===== src/rtl/button_conditioner.sv =====
// -----------------------------------------------------------------------------
// button_conditioner
//   Conditions N_BTN raw push-switch inputs: two-flop synchronizer, counter
//   debouncer, registered press/release pulses, and an optional per-channel
//   auto-repeat FSM (IDLE -> DELAY -> REPEAT) for channels in REPEAT_MASK.
//
// Ports
//   clk          board clock, all state on rising edge
//   reset        asynchronous, active-high reset
//   btn_raw      raw switch levels (asynchronous), 1 = pressed
//   btn_level    debounced level per channel, 1 = pressed
//   btn_pulse    one-cycle pulse per press or auto-repeat event
//   btn_release  one-cycle pulse when the debounced level falls
// -----------------------------------------------------------------------------
module button_conditioner #(
    parameter int unsigned      N_BTN           = 6,
    parameter int unsigned      DEBOUNCE_CYCLES = 250000,
    parameter int unsigned      REPEAT_DELAY    = 12500000,
    parameter int unsigned      REPEAT_PERIOD   = 2500000,
    parameter logic [N_BTN-1:0] REPEAT_MASK     = N_BTN'(6'b001100)
) (
    input  logic             clk,
    input  logic             reset,
    input  logic [N_BTN-1:0] btn_raw,
    output logic [N_BTN-1:0] btn_level,
    output logic [N_BTN-1:0] btn_pulse,
    output logic [N_BTN-1:0] btn_release
);

    localparam int unsigned REP_MAX = (REPEAT_DELAY > REPEAT_PERIOD) ? REPEAT_DELAY : REPEAT_PERIOD;
    localparam int unsigned DB_W    = $clog2(DEBOUNCE_CYCLES);
    localparam int unsigned RC_W    = $clog2(REP_MAX);

    typedef enum logic [1:0] {
        IDLE   = 2'd0,
        DELAY  = 2'd1,
        REPEAT = 2'd2
    } rep_state_t;

    for (genvar i = 0; i < N_BTN; i++) begin : g_ch
        localparam bit MASKED = REPEAT_MASK[i];

        logic            sync_1, sync_2;
        logic            level_q, pulse_q, release_q;
        logic [DB_W-1:0] db_cnt;
        logic            toggle, rise, fall;
        rep_state_t      state_q, state_d;
        logic [RC_W-1:0] rc_q, rc_d;
        logic            rep_due;

        // Level flips on the DEBOUNCE_CYCLES-th consecutive disagreeing edge.
        assign toggle = (sync_2 != level_q) && (db_cnt == DB_W'(DEBOUNCE_CYCLES - 1));
        assign rise   = toggle & ~level_q;
        assign fall   = toggle &  level_q;

        always_ff @(posedge clk or posedge reset) begin
            if (reset) begin
                sync_1    <= 1'b0;
                sync_2    <= 1'b0;
                db_cnt    <= '0;
                level_q   <= 1'b0;
                pulse_q   <= 1'b0;
                release_q <= 1'b0;
            end else begin
                sync_1 <= btn_raw[i];
                sync_2 <= sync_1;
                if ((sync_2 == level_q) || toggle)
                    db_cnt <= '0;
                else
                    db_cnt <= db_cnt + DB_W'(1);
                if (toggle)
                    level_q <= ~level_q;
                // Pulses are registered alongside the level so they coincide
                // with the first cycle the new level is visible.
                pulse_q   <= rise | rep_due;
                release_q <= fall;
            end
        end

        always_ff @(posedge clk or posedge reset) begin
            if (reset) begin
                state_q <= IDLE;
                rc_q    <= '0;
            end else begin
                state_q <= state_d;
                rc_q    <= rc_d;
            end
        end

        // The FSM reacts to the rise/fall events of the same edge, so the
        // counter starts with the press pulse and a falling level takes
        // priority over a repeat that is due on that edge.
        always_comb begin
            state_d = state_q;
            rc_d    = rc_q;
            rep_due = 1'b0;
            case (state_q)
                IDLE: begin
                    if (rise && MASKED) begin
                        state_d = DELAY;
                        rc_d    = '0;
                    end
                end
                DELAY: begin
                    if (fall) begin
                        state_d = IDLE;
                        rc_d    = '0;
                    end else if (rc_q == RC_W'(REPEAT_DELAY - 1)) begin
                        rep_due = 1'b1;
                        state_d = REPEAT;
                        rc_d    = '0;
                    end else begin
                        rc_d = rc_q + RC_W'(1);
                    end
                end
                REPEAT: begin
                    if (fall) begin
                        state_d = IDLE;
                        rc_d    = '0;
                    end else if (rc_q == RC_W'(REPEAT_PERIOD - 1)) begin
                        rep_due = 1'b1;
                        rc_d    = '0;
                    end else begin
                        rc_d = rc_q + RC_W'(1);
                    end
                end
                default: begin
                    state_d = IDLE;
                    rc_d    = '0;
                end
            endcase
        end

        assign btn_level[i]   = level_q;
        assign btn_pulse[i]   = pulse_q;
        assign btn_release[i] = release_q;
    end

endmodule


===== config.mk =====
export PLATFORM = sky130hd
export DESIGN_NAME = button_conditioner
export DESIGN_NICKNAME = d
export VERILOG_FILES = /design/src/rtl/button_conditioner.sv
export SDC_FILE = /design/constraint.sdc
export NUM_CORES = 1
export LEC_CHECK = 0
export ABC_AREA = 1
export CAP_MARGIN = 20
export CORE_ASPECT_RATIO = 1.25
export CORE_MARGIN = 4
export CORE_UTILIZATION = 55
export CTS_CLUSTER_SIZE = 28
export DETAILED_ROUTE_END_ITERATION = 12
export PLACE_DENSITY_LB_ADDON = 0.12
export SLEW_MARGIN = 10
export SYNTH_ARGS = -nofsm -noshare
export SYNTH_HDL_FRONTEND = slang
export SYNTH_SLANG_ARGS = --single-unit
export TNS_END_PERCENT = 20

===== constraint.sdc =====
create_clock -name clk -period 10.2 [get_ports clk]
set_clock_uncertainty 0.1 [all_clocks]
set_input_delay 3.06 -clock clk [delete_from_list [all_inputs] [get_ports clk]]
set_output_delay 3.06 -clock clk [all_outputs]
set_load 0.05 [all_outputs]

Word-level counts from Yosys, hierarchy flattened
Index checks and enable logic that the tools add are counted.
{"block": "totals", "reg_bits": 294, "out_inout_bits": 18, "word_cells": 262}
{"block": "classes", "n_addsub": 12, "n_eq_ne": 56, "n_mux": 94, "n_bitwise": 28, "reduce_logical": 24}
{"op": "$mux 24", "n": 26}
{"op": "$pmux 24 s3", "n": 6}
{"op": "$add 24x1->24 const B", "n": 6}
{"op": "$eq 24x22->1 const B", "n": 6}
{"op": "$eq 24x24->1 const B", "n": 6}
{"op": "$add 18x1->18 const B", "n": 6}
{"op": "$eq 18x18->1 const B", "n": 6}
{"op": "$mux 18", "n": 6}
{"op": "$mux 2", "n": 20}
{"op": "$pmux 2 s3", "n": 6}
{"op": "$mux 1", "n": 24}
{"op": "$ne 3x3->1 const B", "n": 6}
{"op": "$reduce_and 3->1", "n": 6}
{"op": "$ne 2x2->1 const B", "n": 8}
{"op": "$and 1x1->1", "n": 12}
{"op": "$eq 2x1->1 const B", "n": 6}
{"op": "$eq 2x2->1 const B", "n": 6}
{"op": "$logic_not 2->1", "n": 6}
{"op": "$pmux 1 s2", "n": 6}
{"op": "$not 1->1", "n": 10}
{"op": "$eq 1x1->1", "n": 6}
{"op": "$logic_and 1x1->1", "n": 6}
{"op": "$logic_or 1x1->1", "n": 6}
{"op": "$ne 1x1->1", "n": 6}
{"op": "$or 1x1->1", "n": 6}

Depth between registers and ports, before layout
Gate-level depths: netlist of the first run.
{"block": "logic_depth", "depth_word": 6, "ltp_mapped": 14}

Worst setup path after synthesis of the first run
OpenSTA, ideal clock, no wires.
{"block": "synth_path", "path_kind": "reg2out", "start": "reg g_ch[0].level_q", "end": "out btn_level[0]", "t_arrival_ns": 0.581, "t_required_ns": 7.040, "path_slack_ns": 6.459, "path_stages_with_launch": 2, "path_cell_list": "dfrtp_1 > buf_4"}
{"item": "start: declaration", "line": "44", "rtl": "logic level_q, pulse_q, release_q;"}
{"item": "start signal: assignment", "line": "72", "rtl": "level_q <= ~level_q;"}
{"item": "end: declaration", "line": "25", "rtl": "output logic [N_BTN-1:0] btn_level,"}
No word-level cell between the ends.

Worst setup path in the final report of the first run
{"block": "layout_path", "start": "reg g_ch[2].level_q", "end": "out btn_level[2]"}
{"item": "start: declaration", "line": "44"}
{"item": "start signal: assignment", "line": "72"}
No word-level cell between the ends.

==> metrics.yaml, run 1 <==
logic_synthesis:
  yosysMostFrequentCell: "nand2_1"
  synth_top_area_frac: 0.451
  synth_top_cell_by_area: "dfrtp_1"
  synth-main-ff-cell: "dfrtp_1"
  postSynthNetCount: 1374
  synth_area_mm2: 0.0105
  synthesis.instances: 1352
  synth-async-reset-ratio: 1.00
  synth_seq_cells: 190
  ys.warnings.count: 0
  synth.distinct_cells: 42
  ys_seq_area_frac: 0.451
  synthTopCellsByArea: "dfrtp_1 (45%), nand2_1 (10%), nor2_1 (9.0%), inv_1 (5.3%), nand3_1 (4.4%)"
  synth_edf_count: 0
  synth_area_per_cell_um2: 7.80
  synth_common_cells: "nand2_1 (282), nor2_1 (254), dfrtp_1 (190), inv_1 (150), nand3_1 (93)"
layout:
  antenna_cells: 0
  nets: 1386
  syn_to_final_growth_pct: 8.48
  final_util: 0.609
  nFillCells: 1702
  layout-drive-gt1-share: 0.0784
  final_cells: 1609
clocking:
  ctsHoldBuffers: 0
  tritoncts.num_buffers: 17
  ctsLongestPathBuffers: 2
  cts_resized: 0
  clkLatencyLatePin_ns: 0.43
  clockRootBuffer: "clkbuf_16"
  cts_tree: "built"
  htree_levels: 4
  clk_pin_slew_worst_paths_ns: 0.07
  cts.sinks: 190
  cts_setup_buffers: 0
timing:
  slew_headroom: 0.361
  timing.final.crit_share: 0.476
  setup_viol: 0
  min_period_ns: 4.85
  clock.fmax_ghz: 0.206
  slew_violations: 0
  holdWs_ns: 0.249
  worst_slew_pin_slew_ns: 0.948
  rsz0062_at_grt: "false"
  setup_tns_ns: 0
  final_hold_viol_count: 0
setup_path:
  critPathLaunchType: "flop"
  critPathMaxFanout: 5
  endpoint_kind: "primary output"
  path_delay_family: "buffers and inverters"
  critPathBufInv: 1
  slowest_stage: "clkdlybuf4s50_1"
  worstSetupPathType: "flop to primary output"
  crit_chain: "clkdlybuf4s50_1"
  required_ns: 7.04
  arrival_ns: 1.69
  max_stage_delay_ns: 0.87
floorplanning:
  die_x_um: 132
  start_util: 0.562
  ios: 26
  die_h_um: 163
  coreArea_mm2: 0.0188
  dieArea_mm2: 0.0215
  num_rows: 56
global_routing:
  grt_pass1_wl_mm: 36.8
  antenna_found_initial: 0
  first_global_vias: 8385
  grt_overflow_total: 0
  grt_max_degree: 114
  grt_usage: 0.204
outcome:
  status: "finished clean"
route:
  wl_per_cell_um: 12.6
  wl_mm: 20.3
  vias: 8444
  drt-pass1-iter-count: 5
  drt-initial-drc-count: 604
  viasPerCell: 5.25
  drtAntennaViolNets: 0
  post-route-drc-count: 0
pwr:
  cellLeakagePower_nw: 5.11
  power_density_mw_per_mm2: 129
  power_mw: 1.48
  peakVddDrop_mv: 0.123
placement:
  gp_congestion: 0.877
  place_inst: 1577
  dp_hpwl_mm: 14.6
  io_buffers: 25
flow_run:
  cap_violations: 0
worst_hold_path:
  min_path_type: "flop to flop"
[power breakdown]
part | internal (mW) | switching, mW
Clock | 0.374 | 0.298
Sequential | 0.761 | 0.00583
Combinational | 0.00936 | 0.0285
Total | 1.14 | 0.332
[flip-flops by register name, indices dropped and copies added (netlist names)]
name,cells
g_ch.sync_2,6
g_ch.release_q,6
g_ch.rc_q,48
g_ch.sync_1,6
g_ch.db_cnt,108
g_ch.pulse_q,6
g_ch.state_q,4
g_ch.level_q,6
[worst paths after layout]
check / depth (start not counted) / to / slack [ns] / start
hold reg to reg: 0 / g_ch[4].sync_2 / 0.25 / g_ch[4].sync_1
setup reg to reg: 8 / g_ch[2].rc_q[18] / 7.59 / g_ch[2].db_cnt[0]
max in group asynchronous: 3 / g_ch[2].db_cnt[10] / 5.53 / reset
hold / removal: 0 / g_ch[4].sync_2 / 0.25 / g_ch[4].sync_1
setup / recovery: 1 / btn_level[2] / 5.35 / g_ch[2].level_q
min in group asynchronous: 2 / g_ch[1].db_cnt[8] / 3.05 / reset
[per-stage QoR]
step	setup slack [ns]	area [um2]
6_report	5.35	11400
5_1_grt	5.11	11400
4_1_cts	5.31	11400
3_5_place_dp	4.89	10800
3_3_place_gp	4.89	10800
2_1_floorplan	1.87	10500
[kinds of logic after synthesis]
family	count (synthesis)	synth area share
DFF	190	0.451
adders and majority gates	14	0.0166
and+or+nand+nor	833	0.367
xor gates and xnor gates	53	0.0440
buffers and inverters	194	0.0828
AOI/OAI and AO/OA	68	0.0389
[cell usage in the layout, fill, tap and decap left out, types with 13 or more instances in the layout]
| master | Yosys | final |
|---|---|---|
| ha_1 | 14 | 14 |
| o21ai_0 | 19 | 19 |
| nand2_1 | 282 | 282 |
| nor2_1 | 254 | 254 |
| nor2_2 | 25 | 25 |
| nand3_1 | 93 | 93 |
| nand4_1 | 37 | 37 |
| clkdlybuf4s50_1 | 0 | 25 |
| inv_1 | 150 | 149 |
| nor4_1 | 13 | 13 |
| nor3_1 | 69 | 69 |
| dfrtp_1 | 190 | 190 |
| xor2_1 | 52 | 52 |
| clkbuf_16 | 0 | 17 |
| a21oi_1 | 13 | 13 |
| nor3b_1 | 24 | 24 |
[cell type report]
class | count | area [um2] | share of cell area
multi-input combinational | 968 | 4920 | 0.430
sequential | 190 | 4750 | 0.416
inverter | 160 | 613 | 0.0536
clock buffer | 19 | 443 | 0.0387
tap | 232 | 290 | 0.0254
timing repair buffer | 27 | 265 | 0.0232
clock inverter | 13 | 156 | 0.0137
[worst reg2reg max path, stage by stage, from the launching register on]
cell	delay (ns)
dfrtp_1	0.39
ha_1	0.22
nand3_1	0.12
inv_1	0.18
nand4_2	0.16
nand2_4	0.31
inv_2	0.14
a21oi_2	0.70
nor2_1	0.12
[per-layer routing]
layer  vias up  track usage  share of wire
met5         -            0              0
met4         0       0.0712          0.017
met3        31       0.0324          0.028
met2       114        0.355           0.49
met1      3956        0.260           0.46
li1       4343            -              -
Note: power is estimated with default switching activity, not from simulation.
==> inputs of run 2 (changes only) <==
==> constraint.sdc (replaced) <==
create_clock -name clk -period 4 [get_ports clk]
set_clock_uncertainty 0.1 [all_clocks]
set_input_delay 1.2 -clock clk [delete_from_list [all_inputs] [get_ports clk]]
set_output_delay 1.2 -clock clk [all_outputs]
set_load 0.05 [all_outputs]
==> metrics.yaml, run 2 (synthesized netlist as in run 1, its figures left out) <==
outcome:
  status: "finished clean"
setup_path:
  arrival_ns: 1.71  # +0.02 ns
  required_ns: 2.70  # -4.34 ns
  rr_startpoint: "g_ch[2].db_cnt[0]"
  max_stage_delay_ns: 0.84  # -0.03 ns
  slowest_stage: "clkdlybuf4s50_1"
  path_delay_family: "buffers and inverters"
  critPathLaunchType: "flop"
  worstSetupPathType: "flop to primary output"
  critPathBufInv: 1  # unchanged
  endpoint_kind: "primary output"
  critPathMaxFanout: 5  # unchanged
  crit_chain: "clkdlybuf4s50_1"
  crit_start: "g_ch[3].level_q"
floorplanning:
  die_h_um: 163  # unchanged
  dieArea_mm2: 0.0215  # unchanged
  ios: 26  # unchanged
  die_x_um: 132  # unchanged
  num_rows: 56  # unchanged
  coreArea_mm2: 0.0188  # unchanged
  start_util: 0.562  # unchanged
route:
  wl_mm: 20.5  # +1.2%
  vias: 8396  # -0.57%
  post-route-drc-count: 0  # unchanged
  drt-pass1-iter-count: 5  # unchanged
  drt-initial-drc-count: 487  # -19%
  drtAntennaViolNets: 0  # unchanged
  viasPerCell: 5.21  # -0.75%
  wl_per_cell_um: 12.7  # +1.0%
worst_hold_path:
  min-delay-start: "g_ch[5].sync_1"
  min_path_type: "flop to flop"
layout:
  layout-drive-gt1-share: 0.0783  # -0.000171
  nets: 1389  # +0.22%
  mostFrequentLayoutCells: "nand2_1 (282), nor2_1 (254), dfrtp_1 (190), inv_1 (149), nand3_1 (93)"
  regMostFlops: "g_ch.db_cnt"
  layout_commonest_cell: "nand2_1"
  antenna_cells: 0  # unchanged
  largest_registers: "g_ch.db_cnt (108), g_ch.rc_q (48)"
  fin_area_mm2: 0.0115  # +0.50%
  largest_reg_flops: 108  # unchanged
  final_cells: 1612  # +0.19%
  syn_to_final_growth_pct: 9.03
  nFillCells: 1692  # -0.59%
clocking:
  cts_setup_buffers: 0  # unchanged
  clkLatencyLatePin_ns: 0.43  # about the same
  ctsLongestPathBuffers: 2  # unchanged
  cts_tree: "built"
  cts.sinks: 190  # unchanged
  clockRootBuffer: "clkbuf_16"
  cts_resized: 0  # unchanged
  htree_levels: 4  # unchanged
  tritoncts.num_buffers: 17  # unchanged
  clk_pin_slew_worst_paths_ns: 0.07  # about the same
  ctsHoldBuffers: 0  # unchanged
timing:
  timing.final.crit_share: 0.752
  final_hold_viol_count: 0  # unchanged
  worst_slew_pin_slew_ns: 0.936  # -0.0122 ns
  slew_headroom: 0.376  # +0.0148
  clock.fmax_ghz: 0.333
  worst_slack_ns: 0.993  # -4.35 ns
  rsz0062_at_grt: "false"
  min_period_ns: 3.01
  setup_tns_ns: 0  # unchanged
  setup_viol: 0  # unchanged
  slew_violations: 0  # unchanged
pwr:
  cellLeakagePower_nw: 5.14  # +0.47%
  peakVddDrop_mv: 0.296  # +140%
  power_density_mw_per_mm2: 330  # +160%
  power_mw: 3.79  # +160%
global_routing:
  antenna_found_initial: 0  # unchanged
  first_global_vias: 8135  # -3.0%
  grt_pass1_wl_mm: 36.3  # -1.3%
  grt_usage: 0.201  # -0.00256
  grt_max_degree: 63  # -45%
  grt_overflow_total: 0  # unchanged
placement:
  placed_area_mm2: 0.0109  # +0.52%
  dp_hpwl_mm: 14.7  # +1.3%
  place_inst: 1580  # +0.19%
  place_ws_ns: 1.36  # -3.53 ns
  io_buffers: 25  # unchanged
  gp_congestion: 0.916  # +4.4%
flow_run:
  cap_violations: 0  # unchanged
[run 2: changes by cell type in the layout (fill, tap and decap cells not counted), sizes merged]
cell and change:
clkbuf +4, bufinv +1, buf +3, inv -3, clkinvlp +1, clkinv -3
[run 2: routing by layer]
layer	part of all wire	GRT usage	routed length [um]
met1	0.47	0.262	9560
met2	0.50	0.349	10200
met3	0.022	0.0315	448
met4	0.014	0.0640	281
met5	0	0	0
[run 2: report_power, final]
| group | total, mW | leakage, nW | internal, mW | switching [mW] |
|---|---|---|---|---|
| combinational | 0.103 | 2.24 | 0.0297 | 0.0737 |
| sequential | 1.96 | 2.61 | 1.94 | 0.0155 |
| clock | 1.73 | 0.288 | 1.02 | 0.709 |
| total | 3.79 | 5.14 | 2.99 | 0.798 |
[run 2: final timing paths]
kind                       slack, ns                end  depth (start not counted)
setup / recovery                0.99       btn_level[3]                          1
hold / removal                  0.25     g_ch[5].sync_2                          0
setup reg to reg                1.39   g_ch[2].rc_q[15]                          8
hold reg to reg                 0.25     g_ch[5].sync_2                          0
max in group asynchronous       2.04   g_ch[2].rc_q[23]                          3
min in group asynchronous       1.08  g_ch[0].release_q                          2
[run 2: metrics by stage]
| stage | utilization | hold slack (ns) |
|---|---|---|
| after global routing | 0.612 | 0.258 |
| after detailed placement | 0.580 | 0.237 |
| final | 0.612 | 0.253 |
| after floorplan | - | 0.231 |
| after CTS | 0.612 | 0.253 |
| after global placement | 0.580 | 0.234 |
[run 2: layout make-up]
cell class	count	area (um2)	area share
multi-input combinational	968	4920	0.428
sequential	190	4750	0.414
inverter	160	609	0.0530
clock buffer	23	468	0.0407
timing repair buffer	30	325	0.0283
tap	232	290	0.0253
clock inverter	9	133	0.0115
